--- src/rtl/pcie_vc_arbiter.sv ---
// ---------------------------------------------------------------------------
// pcie_vc_arbiter
//
// Drains the two transaction-layer virtual-channel FIFOs (VC0, VC1) into two
// destination FIFOs (D0, D1). Each cycle at most one non-empty VC is popped,
// chosen by weighted round-robin. The popped word arrives on the VC data bus
// one cycle after the pop. It is then registered onto data_out_o together
// with a push strobe for the destination selected by bit ROUTE_BIT of the
// word. Pop-to-push latency is 2 cycles.
//
// Optional build macro:
//   VC_STRICT_PRIORITY_EN - VC0 always wins when non-empty. The weights, the
//                           grant pointer and the grant counter are not built.
//
// Ports:
//   clk_i              clock
//   reset_i            synchronous active-high reset
//   state_i[3:0]       one-hot control state (0001 reset, 0010 init,
//                      0100 idle, 1000 active)
//   vc0_data_i         VC0 FIFO data_out, valid the cycle after a pop
//   vc1_data_i         VC1 FIFO data_out, valid the cycle after a pop
//   vc0_empty_i        VC0 FIFO empty
//   vc1_empty_i        VC1 FIFO empty
//   d0_almost_full_i   D0 FIFO almost_full
//   d1_almost_full_i   D1 FIFO almost_full
//   vc0_pop_o          registered pop strobe to VC0
//   vc1_pop_o          registered pop strobe to VC1
//   data_out_o         word pushed to the destination FIFOs
//   d0_push_o          push strobe to D0
//   d1_push_o          push strobe to D1
//   idle_o             pipeline empty and no pop issued this cycle
// ---------------------------------------------------------------------------
module pcie_vc_arbiter #(
  parameter int DATA_W     = 12,
  parameter int ROUTE_BIT  = 8,
  parameter int VC0_WEIGHT = 2,
  parameter int VC1_WEIGHT = 1
) (
  input  logic              clk_i,
  input  logic              reset_i,
  input  logic [3:0]        state_i,
  input  logic [DATA_W-1:0] vc0_data_i,
  input  logic [DATA_W-1:0] vc1_data_i,
  input  logic              vc0_empty_i,
  input  logic              vc1_empty_i,
  input  logic              d0_almost_full_i,
  input  logic              d1_almost_full_i,
  output logic              vc0_pop_o,
  output logic              vc1_pop_o,
  output logic [DATA_W-1:0] data_out_o,
  output logic              d0_push_o,
  output logic              d1_push_o,
  output logic              idle_o
);

  localparam logic [3:0] ST_RESET  = 4'b0001;
  localparam logic [3:0] ST_ACTIVE = 4'b1000;

  // The control-state reset code clears the block exactly like reset_i.
  logic clear;
  assign clear = reset_i | (state_i == ST_RESET);

  // The destination is unknown until the word is read, so either
  // almost_full blocks every new pop.
  logic pop_ok;
  logic cand0;
  logic cand1;
  logic any_gnt;
  logic gnt_vc;  // 0 = VC0, 1 = VC1

  assign pop_ok  = (state_i == ST_ACTIVE) & ~d0_almost_full_i & ~d1_almost_full_i;
  assign cand0   = ~vc0_empty_i;
  assign cand1   = ~vc1_empty_i;
  assign any_gnt = pop_ok & (cand0 | cand1);

`ifdef VC_STRICT_PRIORITY_EN
  assign gnt_vc = ~cand0;
`else
  localparam logic [2:0] W0 = 3'(VC0_WEIGHT);
  localparam logic [2:0] W1 = 3'(VC1_WEIGHT);

  logic       ptr_q,  ptr_d;   // VC preferred when both are candidates
  logic       last_q, last_d;  // VC granted most recently
  logic [2:0] cnt_q,  cnt_d;   // consecutive grants to last_q
  logic [2:0] gnt_wt;

  always_comb begin
    gnt_vc = cand1 & (~cand0 | ptr_q);
    gnt_wt = gnt_vc ? W1 : W0;
    ptr_d  = ptr_q;
    last_d = last_q;
    cnt_d  = cnt_q;
    if (any_gnt) begin
      // A lone candidate keeps winning; its count saturates at its weight.
      if (gnt_vc == last_q) begin
        cnt_d = (cnt_q >= gnt_wt) ? gnt_wt : cnt_q + 3'd1;
      end else begin
        cnt_d = 3'd1;
      end
      last_d = gnt_vc;
      ptr_d  = (cnt_d >= gnt_wt) ? ~gnt_vc : gnt_vc;
    end
  end

  always_ff @(posedge clk_i) begin
    if (clear) begin
      ptr_q  <= 1'b0;
      last_q <= 1'b0;
      cnt_q  <= 3'd0;
    end else begin
      ptr_q  <= ptr_d;
      last_q <= last_d;
      cnt_q  <= cnt_d;
    end
  end
`endif

  // Pop strobes and the two pipeline stages.
  logic              vc0_pop_q, vc0_pop_d;
  logic              vc1_pop_q, vc1_pop_d;
  logic              valid_q;
  logic              src_q;
  logic [DATA_W-1:0] data_out_q, data_out_d;
  logic              d0_push_q, d0_push_d;
  logic              d1_push_q, d1_push_d;
  logic [DATA_W-1:0] sel_word;

  // The VC data bus carries the popped word during the cycle valid_q is set.
  assign sel_word = src_q ? vc1_data_i : vc0_data_i;

  always_comb begin
    vc0_pop_d  = any_gnt & ~gnt_vc;
    vc1_pop_d  = any_gnt & gnt_vc;
    d0_push_d  = valid_q & ~sel_word[ROUTE_BIT];
    d1_push_d  = valid_q & sel_word[ROUTE_BIT];
    data_out_d = valid_q ? sel_word : data_out_q;
  end

  always_ff @(posedge clk_i) begin
    if (clear) begin
      vc0_pop_q  <= 1'b0;
      vc1_pop_q  <= 1'b0;
      valid_q    <= 1'b0;
      src_q      <= 1'b0;
      data_out_q <= '0;
      d0_push_q  <= 1'b0;
      d1_push_q  <= 1'b0;
    end else begin
      vc0_pop_q  <= vc0_pop_d;
      vc1_pop_q  <= vc1_pop_d;
      valid_q    <= vc0_pop_q | vc1_pop_q;
      src_q      <= vc1_pop_q;
      data_out_q <= data_out_d;
      d0_push_q  <= d0_push_d;
      d1_push_q  <= d1_push_d;
    end
  end

  assign vc0_pop_o  = vc0_pop_q;
  assign vc1_pop_o  = vc1_pop_q;
  assign data_out_o = data_out_q;
  assign d0_push_o  = d0_push_q;
  assign d1_push_o  = d1_push_q;
  assign idle_o     = ~valid_q & ~vc0_pop_q & ~vc1_pop_q;

endmodule

--- config.mk ---
export PLATFORM = sky130hd
export DESIGN_NAME = pcie_vc_arbiter
export DESIGN_NICKNAME = d
export VERILOG_FILES = /design/src/rtl/pcie_vc_arbiter.sv
export SDC_FILE = /design/constraint.sdc
export NUM_CORES = 1
export LEC_CHECK = 0
export CORE_MARGIN = 2
export CORE_UTILIZATION = 40
export DETAILED_ROUTE_END_ITERATION = 7
export GPL_ROUTABILITY_DRIVEN = 0
export PLACE_DENSITY = 0.76
export SLEW_MARGIN = 20
export SYNTH_ARGS = -nofsm -noshare
export SYNTH_HDL_FRONTEND = slang
export SYNTH_SLANG_ARGS = --single-unit
--- constraint.sdc ---
create_clock -name clk_i -period 2.9 [get_ports clk_i]
set_input_delay 0.58 -clock clk_i [delete_from_list [all_inputs] [get_ports clk_i]]
set_output_delay 0.58 -clock clk_i [all_outputs]
set_load 0.02 [all_outputs]
==> results by stage, run 1 <==
Synth:
- The net count after synthesis is 147.
- Counting flops and latches in the post-synthesis netlist gives 23.
- Counting distinct cell types in the post-synthesis netlist gives 27.
- The synthesized area per cell is 9.67 um2.
- Of the synthesized area, sequential elements account for 0.429.
- The number of standard cells after synthesis is 111.
- The dominant cell by count in the synthesized netlist is dfxtp_1.
- The dominant register cell in the synthesized netlist is dfxtp_1.
- dfxtp_1 takes more of the synthesized area than any other cell.
- The share of async-settable or async-resettable flops after synthesis is 0.
- The post-synth design cell area is 1070 um2.
- The count of flip-flops with a built-in enable after synthesis is 0.
- The number of warnings reported in the yosys synthesis log is 0.
- The share of synthesized area in the top cell type comes to 0.429.
- Counting instances in the post-synthesis netlist gives the leading cell types as dfxtp_1 (23), nor2_1 (20), a211oi_1 (13), mux2i_1 (13), clkbuf_1 (6).
- In the post-synthesis netlist, the biggest area contributors are dfxtp_1 (43%), mux2i_1 (12%), a211oi_1 (9.1%).

Critical path:
- The length in cells of the worst reg-to-reg path is 6.
- The cell family contributing the most delay on the critical path is simple AND/OR/NAND/NOR gates.
- The cell at the slowest stage of the critical path is clkdlybuf4s50_1.
- The endpoint identified for the worst register-to-register timing path is ptr_q$_SDFFE_PP0P_.
- The number of stages on the worst setup path is 7.
- The data required time of the worst path is 3080 ps.
- The launching instance or port of the critical path is vc1_empty_i.
- The nature of the critical path endpoint is a flop.
- The count of buffer and inverter cells on the critical path is 1.
- The worst setup path is launched from an input port.
- The arrival time of the worst setup path is 2620 ps.
- The top fanout value on the critical path is 10.
- The capture point of the critical path is ptr_q$_SDFFE_PP0P_.
- For this run, the slowest stage of the critical path takes 470 ps.
- The worst flop-to-flop path startpoint is ptr_q$_SDFFE_PP0P_.
- Walking the worst path, the cells encountered are clkdlybuf4s50_1 -> o21ba_2 -> ha_1 -> or3_1 -> nor3_1 -> mux2i_1 -> a211oi_1.
- The worst setup path is of the in -> reg kind.
- The setup slack on the worst flop-to-flop path is 930 ps.

Final layout:
- The total number of nets in the final design is 197.
- The ratio of cells with drive above 1 in the final layout is 0.0813.
- The synthesis-to-layout area growth is 51.4%.
- After routing the design area is 1630 um2.
- 0 antenna diodes ended up in the layout.

GRT:
- For this run the aggregate overflow at the end of global routing stands at 0.
- The pin count of the biggest net entering global routing is 27.
- The all-layer global routing usage is 0.172.
- The first-pass GRT wire length is 4270 um.
- The number of global-route vias before repair is 939.
- The number of antenna violations at the first check in global routing was 0.

CTS:
- The count of clock tree sinks is 23.
- After clock tree synthesis, the clock-pin slew on the worst setup and hold paths is 110 ps.
- The number of buffers created by CTS is 3.
- For the worst-skew pair, the clock arrives at the later sink with an insertion delay of 300 ps.
- The longest clock path from root to sink contains 2 buffers.
- The number of gates resized after CTS was 0.
- After clock tree synthesis, the setup repair step added 0 buffers.
- In this run the number of H-tree levels came out at 1.
- The root buffer cell is clkbuf_4.
- TritonCTS built the clock tree.
- The number of buffers inserted by hold repair at cts is 0.

Drt:
- After detailed routing, the number of remaining DRC violations is 0.
- The via-per-instance ratio is 5.25.
- The wire length per cell is 12.7 um.
- The count of nets left with antenna violations after detail routing is 0.
- The number of vias in the routed layout is 997.
- The overall routed net length is 2420 um.
- The first-pass detailed-route iteration total is 4.
- The detailed router finished its first iteration with 32 violations.

STA:
- Hold timing on the final database bottoms out at a slack of 489 ps.
- The setup total negative slack is 0 ps.
- On the final layout, the worst clock skew is 0.792 ps.
- The final count of hold timing violations is 0.
- At the pin with the least slew margin, the transition time is 698 ps.
- Of the available clock period, the critical path in the final layout requires 0.843.
- Setup repair after global routing left no endpoint under its margin.
- The final number of setup-violating endpoints is 0.
- The smallest clock period supported by the final layout is computed as 2440 ps.
- The worst pin sits at a relative slew slack of 0.534.
- Based on the critical path, the design can be clocked at up to 409 MHz.
- The final number of max-transition violations is 0.

Power and ir drop:
- Summed over all cells, the static leakage comes to 0.521 nW.
- Power spread over the standard cell area amounts to 331 nW/um2.
- The worst IR drop on VDD is 0.330 mV.

Floorplan:
- The die covers 3110 um2.
- The initial utilization of the core area, before any placement, comes to 0.429.
- For this design the top-level I/O count stands at 51.
- From left edge to right edge, the die measures 55.8 um.
- The core footprint is 2500 um2.
- From bottom edge to top edge, the die measures 55.8 um.
- The floorplan has 18 rows.

Placement:
- The post-DP HPWL is 1920 um.
- After detailed placement, the total cell area comes to 1600 um2.
- During placement, the flow inserted port buffers numbering 50.

Outcome:
- The run finished with clean final reports.

Run:
- Max-cap violations in this run came to 0.

Hold path:
- The class of the most critical hold timing path is reg -> reg.
==> registers in the layout, summed over array words and instances, names as in the netlist <==
name        cells
valid_q         1
ptr_q           1
last_q          1
vc0_pop_o       1
d1_push_o       1
vc1_pop_o       1
d0_push_o       1
data_out_o     12
cnt_q           3
src_q           1
==> per-stage QoR <==
stage	utilization	total power, mW	worst slack [ps]	std cells
floorplan	-	0.350	558	111
CTS	0.650	0.551	483	190
global route	0.650	0.572	361	190
detailed placement	0.640	0.404	127	186
global placement	0.640	0.402	170	186
finish	0.650	0.537	456	190
==> worst min-delay path: cells and delay by family, from the launching register on <==
family             cells  cell delay (ps)
DFF                    1              340
and+or+nand+nor        1               60
AOI/OAI and AO/OA      1               50
==> cell usage in the layout (no fill, tap or decap), drive strengths merged <==
cell type,instances
buf,2
nor4b,2
a2111o,1
o21ai,1
or3,1
a21oi,2
inv,2
a2111oi,1
o21ba,1
nor3b,2
o31ai,1
nor2,20
nor3,5
clkbuf,4
clkdlybuf4s50,50
a311oi,1
ha,2
nand2,5
nand3,1
o2111ai,1
or4b,1
or2,1
and3,3
a211oi,14
dfxtp,23
mux2i,13
==> area by class of cell <==
| type | count | area, um2 |
|---|---|---|
| Fill cell | 215 | 875 |
| Clock buffer | 4 | 26.3 |
| Inverter | 2 | 7.51 |
| Tap cell | 30 | 37.5 |
| Sequential cell | 23 | 460 |
| Multi-Input combinational cell | 79 | 578 |
| Timing Repair Buffer | 52 | 515 |
==> power breakdown <==
group	switching, mW	internal (mW)
sequential	0.000815	0.317
clock	0.0869	0.0537
combinational	0.0274	0.0516
total	0.115	0.422
==> routing by layer <==
metal | GRT usage | up-vias | part of all wire
li1 | - | 505 | -
met1 | 0.187 | 444 | 0.40
met2 | 0.304 | 44 | 0.50
met3 | 0.0744 | 4 | 0.086
met4 | 0.0453 | 0 | 0.016
met5 | 0 | - | 0
==> how the worst min path moves through the flow <==
stage                                          start                    endpoint  slack [ps]  cells after the start
after floorplan                cnt_q[2]$_SDFFE_PP0P_       cnt_q[2]$_SDFFE_PP0P_         450                      2
after global placement         cnt_q[2]$_SDFFE_PP0P_       cnt_q[2]$_SDFFE_PP0P_         460                      2
after detailed placement       cnt_q[2]$_SDFFE_PP0P_       cnt_q[2]$_SDFFE_PP0P_         470                      2
after CTS                      cnt_q[2]$_SDFFE_PP0P_       cnt_q[2]$_SDFFE_PP0P_         490                      2
after global routing      data_out_o[6]$_SDFFE_PP0P_  data_out_o[6]$_SDFFE_PP0P_         510                      2
final                          cnt_q[2]$_SDFFE_PP0P_       cnt_q[2]$_SDFFE_PP0P_         490                      2
==> logic make-up (layout without fill, tap and decap cells) <==
kind of cell | count (synthesis) | count (layout) | synth area share
buf+inv | 9 | 58 | 0.0326
flops | 23 | 23 | 0.429
compound gates | 23 | 23 | 0.190
simple gates | 41 | 41 | 0.204
fa+ha+maj | 2 | 2 | 0.0233
mux | 13 | 13 | 0.121
Note: power is estimated with default switching activity, not from simulation.
==> inputs of run 2 (changes only) <==
clock period = 2.4 ns   (was 2.9 ns; I/O delays follow)
==> run 2 against run 1 <==
Net effect: via count is 0.10% higher; global-route usage is 0.58 points lower; largest power group unchanged; die area stayed put; worst hold slack better by 3.7 ps; final area is 2.4% higher; critical path depth is 1 higher; wire length is 1.5% higher; flip-flop and latch count stayed put; non-clock buffer count is 5 higher; register-to-register slack worse by 390 ps; clock-buffer cell count is 1 lower; largest cell class unchanged.
==> results by stage, run 2 (synthesis results as in run 1) <==
Outcome:
- The run finished with clean final reports.

Drt:
- The count of nets left with antenna violations after detail routing is 0.
- The iteration-0 DRC count of the detailed router is 15.
- The number of vias in the routed layout is 998.
- The routed length on met3 is 186 um.
- The met1 wire length is 1030 um.
- The highest signal layer in the routed design is met3.
- The via-per-instance ratio is 5.12.
- After detailed routing, the number of remaining DRC violations is 0.
- For this block, the routed nets add up to 2460 um of wire.
- The first detailed-routing pass took 4 iterations.
- After detailed routing, the average wire length per cell comes to 12.6 um.
- The wire length on met2 is 1240 um.

GRT:
- The number of global-route vias before repair is 987.
- Global routing finished with a remaining overflow of 0.
- The all-layer global routing usage is 0.166.
- The pin count of the biggest net entering global routing is 26.
- The number of antenna violations at the first check in global routing is 0.
- The first global-routing pass estimated 4310 um of wire.

Critical path:
- The number of cells on the worst reg-to-reg path is 7.
- The arrival time of the worst setup path is 2360 ps.
- The setup slack on the worst flop-to-flop path is 540 ps.
- The top cell family by delay on the critical path is buffers and inverters.
- The cell at the slowest stage of the critical path is clkdlybuf4s50_1.
- The largest stage delay on the critical path is 420 ps.
- The data required time of the worst path is 2630 ps.
- By startpoint and endpoint, the worst setup path is classified as in -> reg.
- The critical path runs through a total of 8 cells.
- The launching instance or port of the critical path is vc0_empty_i.
- In this run the worst path has a maximum fanout of 3.
- The capture point of the critical path is cnt_q[0]$_SDFFE_PP0P_.
- The worst setup path is captured at a flop.
- The endpoint identified for the worst register-to-register timing path is cnt_q[0]$_SDFFE_PP0P_.
- The critical path contains buffers and inverters numbering 2 combined.
- The startpoint identified for the worst register-to-register timing path is ptr_q$_SDFFE_PP0P_.
- The signal on the critical path passes through clkdlybuf4s50_1 -> o21ba_2 -> ha_1 -> or3_1 -> buf_4 -> nor2_1 -> o31ai_2 -> a211oi_2.
- STA classifies the critical path startpoint as an input port.

Floorplan:
- For this design the top-level I/O count stands at 51.
- The die outline width is 55.8 um.
- The core region is 2500 um2.
- After floorplanning, the core was divided into 18 placement rows.
- The vertical die dimension is 55.8 um.
- For this configuration, the core starts out at a cell density of 0.429.
- The die covers 3110 um2.

STA:
- The worst relative slew slack is 0.550.
- Setup repair after global routing left no endpoint under its margin.
- The setup slack after layout is 276 ps.
- For the final database, setup skew stands at 5.22 ps.
- The share of the clock period used by the worst path is 0.885.
- Setup violations remaining at the end of the flow were counted as 0.
- The final number of max-transition violations is 0.
- The final count of hold timing violations is 0.
- At the pin with the least slew margin, the transition time is 675 ps.
- The fmax is 471 MHz.
- The shortest clock period the worst path allows after layout is 2120 ps.
- The setup total negative slack is 0 ps.

CTS:
- The maximum number of buffers from clock root to sink is 2.
- The number of setup buffers added after CTS is 0.
- The clock reaches the later pin of the worst-skew pair after 300 ps.
- The number of buffers created by CTS is 3.
- For this design, the CTS-stage hold fixing added 0 buffers.
- After clock tree synthesis, the clock-pin slew on the worst setup and hold paths is 120 ps.
- The deepest level of the CTS H-tree is 1.
- The count of clock tree sinks is 23.
- The tree is rooted in a clkbuf_4.
- The number of cells upsized or downsized after cts is 0.
- TritonCTS built the clock tree.

Placement:
- The total instance count after detailed placement is 191.
- Prior to clock tree synthesis, the placed netlist has a worst setup slack of -57.2 ps.
- The post-DP HPWL is 1950 um.
- The quantity of I/O buffers inserted on ports is 50.
- The placed instance area is 1640 um2.

Power and ir drop:
- The worst IR drop on VDD is 0.277 mV.
- The switching power summed over all nets is 0.146 mW.
- Of the total power, the share spent switching nets is 0.221.
- For this design the static power due to leakage is 0.549 nW.
- The share of total power dissipated in combinational logic is 0.154.
- Of the total power, the clock network draws 0.262.
- The share of total power dissipated in sequential elements is 0.584.
- The power per cell area is 395 nW/um2.
- Internal power comes to 0.512 mW.

Final layout:
- The total number of nets in the final design is 202.
- The number of fill cells is 217.
- The filler-free cell count of the finished design is 195.
- The number of antenna diodes in the final layout is 0.
- The number of flip-flops in the largest register is 12.
- The most common cell after layout, fill and taps aside is clkdlybuf4s50_1.
- In the final layout, the share of cells above drive strength 1 is 0.115.
- The post-layout instance area is 1660 um2.
- The final standard cell utilization of the core is 0.666.
- The synthesis-to-layout area growth is 55.0%.
- In the layout the commonest cells are clkdlybuf4s50_1 (50), dfxtp_1 (23), nor2_1 (20).

Hold path:
- The min-delay analysis places its worst path in the category reg -> reg.

Run:
- The tool flagged a number of max-cap violations equal to 0.
==> run 2: changes by cell type in the layout (fill, tap and decap cells not counted) <==
cell / before / now
clkbuf_1: 1 / 0
clkinv_2: 0 / 1
buf_4: 2 / 7
==> run 2: worst min path at each step <==
| stage | startpoint | end | slack (ps) | depth (start not counted) |
|---|---|---|---|---|
| after floorplan | cnt_q[2]$_SDFFE_PP0P_ | cnt_q[2]$_SDFFE_PP0P_ | 450 | 2 |
| after global placement | cnt_q[2]$_SDFFE_PP0P_ | cnt_q[2]$_SDFFE_PP0P_ | 460 | 2 |
| after detailed placement | data_out_o[5]$_SDFFE_PP0P_ | data_out_o[5]$_SDFFE_PP0P_ | 480 | 2 |
| after CTS | data_out_o[5]$_SDFFE_PP0P_ | data_out_o[5]$_SDFFE_PP0P_ | 490 | 2 |
| after global routing | data_out_o[3]$_SDFFE_PP0P_ | data_out_o[3]$_SDFFE_PP0P_ | 520 | 2 |
| final | data_out_o[0]$_SDFFE_PP0P_ | data_out_o[0]$_SDFFE_PP0P_ | 490 | 2 |
==> run 2: tightest hold or removal path: cells and delay by family (launching register included) <==
kind / cells / cell delay [ps]
AO/OA/AOI/OAI: 1 / 50
flip-flops: 1 / 330
AND/OR/NAND/NOR: 1 / 80
==> run 2: power by group through the flow <==
| stage | Combinational [mW] | Sequential, mW | Clock, mW |
|---|---|---|---|
| after global placement | 0.0992 | 0.392 | 0 |
| after global routing | 0.110 | 0.384 | 0.196 |
| after detailed placement | 0.102 | 0.392 | 0 |
| after floorplan | 0.0294 | 0.393 | 0 |
| after CTS | 0.102 | 0.384 | 0.181 |
| final | 0.101 | 0.384 | 0.172 |
==> run 2: through the flow <==
step                      hold slack (ps)  power, mW
after floorplan                       445      0.423
after global placement                457      0.492
after detailed placement              476      0.494
after CTS                             493      0.667
after global routing                  516      0.690
final                                 492      0.657
==> run 2: layout make-up <==
| type | instances | area [um2] | share of cell area |
|---|---|---|---|
| well taps | 30 | 37.5 | 0.0226 |
| multi-input cells | 79 | 578 | 0.347 |
| flip-flops and latches | 23 | 460 | 0.277 |
| repair buffers | 57 | 553 | 0.332 |
| clock buffers | 3 | 22.5 | 0.0135 |
| clock inverters | 1 | 5.00 | 0.00301 |
| inverters | 2 | 7.51 | 0.00451 |
==> run 2: per-layer routing <==
layer,GRT usage,up-vias
met3,0.0512,0
met5,0,-
met2,0.311,36
met4,0.0209,0
li1,-,515
met1,0.188,447
